$ cat config.mk
export PLATFORM = sky130hd
export DESIGN_NAME = jk_cmd_sequencer
export DESIGN_NICKNAME = d
export VERILOG_FILES = /design/src/rtl/jk_cmd_sequencer.sv
export SDC_FILE = /design/constraint.sdc
export NUM_CORES = 1
export LEC_CHECK = 0
export CORE_MARGIN = 8
export CORE_UTILIZATION = 25
export CTS_CLUSTER_SIZE = 16
export DETAILED_ROUTE_END_ITERATION = 10
export PLACE_DENSITY = 0.54
export SYNTH_ARGS = -nofsm -noshare
export SYNTH_HDL_FRONTEND = slang
export SYNTH_SLANG_ARGS = --single-unit
$ cat constraint.sdc
create_clock -name clk -period 2.2 [get_ports clk]
set_input_delay 0.33 -clock clk [delete_from_list [all_inputs] [get_ports clk]]
set_output_delay 0.33 -clock clk [all_outputs]
set_load 0.05 [all_outputs]
$ cat src/rtl/jk_cmd_sequencer.sv
// jk_cmd_sequencer: takes a (op, count) command and replays it as count
// enable cycles on a downstream JK flip-flop. It keeps a model of the
// flop's Q, compares that model against the fed-back q_in when the command
// finishes, and holds a sticky err flag if the two ever disagree.
//
// Command timeline, counted from the accept edge:
//   count > 0 : cycles 1..count       RUN, enable=1, {J,K}=op
//               cycle  count+1        RUN, enable=0 (q_in settles)
//               cycle  count+2        CHECK, done=1
//   count = 0 : cycle  1              CHECK, done=1
// The next command can be accepted in the cycle after CHECK.
module jk_cmd_sequencer #(
    parameter int CNT_W = 4
) (
    input  logic             clk,
    input  logic             reset_async_n,
    input  logic             cmd_valid,
    input  logic [1:0]       cmd_op,
    input  logic [CNT_W-1:0] cmd_count,
    output logic             cmd_ready,
    input  logic             q_in,
    input  logic             clear_err,
    output logic             J,
    output logic             K,
    output logic             enable,
    output logic             q_model,
    output logic             busy,
    output logic             done,
    output logic             err
);

    typedef enum logic [1:0] {
        ST_IDLE  = 2'd0,
        ST_RUN   = 2'd1,
        ST_CHECK = 2'd2
    } state_t;

    localparam logic [CNT_W-1:0] CNT_ZERO = {CNT_W{1'b0}};
    localparam logic [CNT_W-1:0] CNT_ONE  = {{(CNT_W-1){1'b0}}, 1'b1};

    // Next Q of a JK flop for a given {J,K}: hold, clear, set, toggle.
    function automatic logic jk_next(input logic q, input logic [1:0] jk);
        logic r;
        case (jk)
            2'b00:   r = q;
            2'b01:   r = 1'b0;
            2'b10:   r = 1'b1;
            2'b11:   r = ~q;
            default: r = q;
        endcase
        return r;
    endfunction

    state_t           state_r, state_s;
    logic [CNT_W-1:0] cnt_r,   cnt_s;
    logic [1:0]       op_r,    op_s;
    logic             en_r,    en_s;
    logic             j_r,     j_s;
    logic             k_r,     k_s;
    logic             qm_r,    qm_s;
    logic             busy_r,  busy_s;
    logic             done_r,  done_s;
    logic             err_r,   err_s;
    logic             ready_r, ready_s;

    // Next-state and next-output logic.
    always_comb begin
        state_s = state_r;
        cnt_s   = cnt_r;
        op_s    = op_r;
        en_s    = 1'b0;
        j_s     = 1'b0;
        k_s     = 1'b0;
        qm_s    = qm_r;
        busy_s  = 1'b0;
        done_s  = 1'b0;
        err_s   = err_r;
        ready_s = 1'b0;
        case (state_r)
            ST_IDLE: begin
                ready_s = 1'b1;
                if (clear_err) begin
                    err_s = 1'b0;
                end else begin
                    err_s = err_r;
                end
                // ready_r gates the accept so that nothing is taken in the
                // first cycle after reset release.
                if (cmd_valid && ready_r) begin
                    op_s    = cmd_op;
                    cnt_s   = cmd_count;
                    ready_s = 1'b0;
                    busy_s  = 1'b1;
                    if (cmd_count != CNT_ZERO) begin
                        state_s = ST_RUN;
                        en_s    = 1'b1;
                        j_s     = cmd_op[1];
                        k_s     = cmd_op[0];
                    end else begin
                        state_s = ST_CHECK;
                        done_s  = 1'b1;
                    end
                end else begin
                    state_s = ST_IDLE;
                end
            end
            ST_RUN: begin
                busy_s = 1'b1;
                if (en_r) begin
                    // The downstream flop samples J/K on this edge, so the model does too.
                    qm_s    = jk_next(qm_r, op_r);
                    cnt_s   = cnt_r - CNT_ONE;
                    state_s = ST_RUN;
                    if (cnt_r > CNT_ONE) begin
                        en_s = 1'b1;
                        j_s  = op_r[1];
                        k_s  = op_r[0];
                    end else begin
                        en_s = 1'b0;
                    end
                end else begin
                    state_s = ST_CHECK;
                    done_s  = 1'b1;
                end
            end
            ST_CHECK: begin
                state_s = ST_IDLE;
                ready_s = 1'b1;
                // A mismatch wins over clear_err, which is ignored here anyway.
                if (q_in != qm_r) begin
                    err_s = 1'b1;
                end else begin
                    err_s = err_r;
                end
            end
            default: begin
                state_s = ST_IDLE;
            end
        endcase
    end

    // State and output registers; reset clears everything, including cmd_ready.
    always_ff @(posedge clk or negedge reset_async_n) begin
        if (!reset_async_n) begin
            state_r <= ST_IDLE;
            cnt_r   <= CNT_ZERO;
            op_r    <= 2'b00;
            en_r    <= 1'b0;
            j_r     <= 1'b0;
            k_r     <= 1'b0;
            qm_r    <= 1'b0;
            busy_r  <= 1'b0;
            done_r  <= 1'b0;
            err_r   <= 1'b0;
            ready_r <= 1'b0;
        end else begin
            state_r <= state_s;
            cnt_r   <= cnt_s;
            op_r    <= op_s;
            en_r    <= en_s;
            j_r     <= j_s;
            k_r     <= k_s;
            qm_r    <= qm_s;
            busy_r  <= busy_s;
            done_r  <= done_s;
            err_r   <= err_s;
            ready_r <= ready_s;
        end
    end

    assign cmd_ready = ready_r;
    assign J         = j_r;
    assign K         = k_r;
    assign enable    = en_r;
    assign q_model   = qm_r;
    assign busy      = busy_r;
    assign done      = done_r;
    assign err       = err_r;

endmodule

==> results by group <==
Route
  – Vias per cell: 4.89
  – Routed WL per cell: 14.5 um
  – DR pass1 iterations: 4
  – Drt drc: 0
  – WL final: 1.81 mm
  – Final ANT Viol Nets: 0
  – Total vias in the final route: 611
  – Drt initial violations: 23

Yosys
  – Mapped Area: 769 sq um
  – Top cell type's share of synthesized area: 48.8%
  – Post-synth top area cell: dfrtp_1
  – Fraction of registers with async set/reset: 100%
  – Syn Area/Cell: 10.4 sq um
  – Synth area leaders: dfrtp_1 (49%), nand2_1 (3.9%), a21oi_1 (3.3%), ha_1 (3.3%), buf_4 (2.9%)
  – Commonest cells in the netlist: dfrtp_1 (15), nand2_1 (8), a21oi_1 (5), nor2_1 (5)
  – Syn Nets: 87
  – YS warnings: 0
  – Number of synthesized register bits: 15
  – Number of library cell types mapped by synthesis: 30
  – EDFF count, synth: 0
  – Ys flop type: dfrtp_1
  – Cells after synthesis: 74
  – Register area share after synthesis: 48.8%
  – Most common cell in the netlist: dfrtp_1

Place
  – I/O Buffers: 18
  – Final HPWL from detailed placement: 1.37 mm
  – Placed instance area: 963 sq um
  – Pre-CTS WS: 504 ps
  – Global placer's final weighted congestion: 0.726

Finish
  – Final Cell Area: 990 sq um
  – Antenna cells: 0
  – Share of layout cells above drive strength 1: 7.61%
  – Area growth from synthesis to layout: 28.6%
  – Nets: 106
  – Final Core Density: 33.0%

STA
  – Peak Freq: 502 MHz
  – Relative slew slack: 54.8%
  – Fin. max-slew vios: 0
  – Endpoints failing hold: 0
  – WHS: 450 ps
  – RSZ-0062 raised after global routing: no
  – Clk_skew: 2.51 ps
  – Final min period: 1990 ps
  – Setup ws final: 209 ps
  – Least-Margin Pin Slew: 676 ps
  – Fin Setup TNS: 0 ps
  – Setup violations, final: 0
  – Final worst-path cycle share: 90.5%

Clocking
  – Num CTS Buffers: 3
  – CTS tree: built
  – Resized cells post-CTS: 0
  – Hold_buf cts: 0
  – Clock Sinks: 15
  – Setup Buffers After CTS: 0
  – Max Buffers Root-to-Sink: 2
  – H-tree depth: 1
  – Clock latency on the worst-skew pair: 280 ps
  – Reg clk slew, reported paths: 90 ps
  – Clk root buf: clkbuf_4

Floorplan
  – DIE AREA: 5110 sq um
  – Core ar.: 3000 sq um
  – Die X: 71.5 um
  – Top Ports: 19
  – Starting Density: 25.6%
  – Row count: 20
  – Die height: 71.5 um

Worst setup path
  – CP max FO: 11
  – CP required: 1870 ps
  – CP top delay family: buffers and inverters
  – Crit path cell chain: clkdlybuf4s50_1
  – Slowest cell on the critical path: clkdlybuf4s50_1
  – Crit path arrival time: 1660 ps
  – Worst setup EP type: output port
  – Worst path max stage delay: 860 ps
  – Buffers & Inverters on Critical Path: 1
  – Worst Setup Start Kind: flop
  – Crit Path Category: flop to output port

GRT
  – Total GRT Usage: 7.99%
  – GRT Residual Overflow: 0
  – Vias in the first global route: 692
  – Largest net degree at the start of global routing: 16
  – Antenna violations before repair: 0
  – Global-route wire length before repair: 3.26 mm

Power and ir drop
  – Leak: 0.433 nW
  – Pwr/cell area: 1450 nW/um^2
  – Peak VDD IR: 0.347 mV

Job
  – Maxcap violations: 0

Status
  – Status: finished, final reports clean

Min path
  – Worst min-delay path class: input port to asynchronous set/reset pin
## cells by family after synthesis
family                   Yosys count  share of synthesized area (%)
AND/OR/NAND/NOR                   28                           20.5
multiplexers                       2                           2.60
AO/OA/AOI/OAI                     18                           18.2
XOR/XNOR                           1                           1.14
adder cells (fa/ha/maj)            2                           3.25
buffers and inverters              8                           5.53
flip-flops                        15                           48.8
## through the flow
stage,power (mW),instances
floorplan,1.08,74
global placement,1.29,121
detailed placement,1.30,121
CTS,1.46,125
global route,1.55,125
finish,1.44,125
## path summary, 6_finish.rpt
kind | from | to | slack, ps | cells after the start
setup / recovery | done | done | 210 | 1
hold / removal | reset_async_n | cnt_r[2] | 450 | 1
setup reg to reg | done | K | 770 | 3
hold reg to reg | op_r[0] | q_model | 490 | 1
max in group asynchronous | reset_async_n | cnt_r[0] | 1320 | 1
min in group clk | op_r[0] | q_model | 490 | 1
## sequential cells by signal (all words and copies together) (netlist names)
| signal | cells |
|---|---|
| q_model | 1 |
| enable | 1 |
| cnt_r | 4 |
| err | 1 |
| K | 1 |
| done | 1 |
| busy | 1 |
| state_r | 1 |
| op_r | 2 |
| J | 1 |
| cmd_ready | 1 |
## report_power, final
| part | internal [mW] | switching [mW] |
|---|---|---|
| logic | 0.300 | 0.440 |
| registers | 0.398 | 0.142 |
| clock network | 0.0704 | 0.0889 |
## layout by cell type (no fill, tap or decap), types with 2 or more instances in the layout
master           count
a211oi_1             2
a21o_1               2
a21oi_1              5
and2b_1              2
clkbuf_4             3
clkdlybuf4s50_1     18
dfrtp_1             15
ha_1                 2
inv_1                4
mux2i_1              2
nand2_1              8
nor2_1               5
nor3_1               4
nor4_1               2
o2bb2ai_1            2
## routing by layer
metal  up-vias  GRT usage [%]  routed length (um)
met1       295           9.15                 821
met5         -              0                   0
met4         0           6.12                  36
met3         2          0.976                  63
met2        10           13.3                 887
li1        304              -                   -
## cell type report
cell class,instances,area [sq um]
Multi-Input combinational cell,51,352
Sequential cell,15,375
Timing Repair Buffer,18,180
Tap cell,33,41.3
Fill cell,319,2010
Inverter,4,15.0
Clock buffer,4,26.3
(Power assumes the default switching activity.)
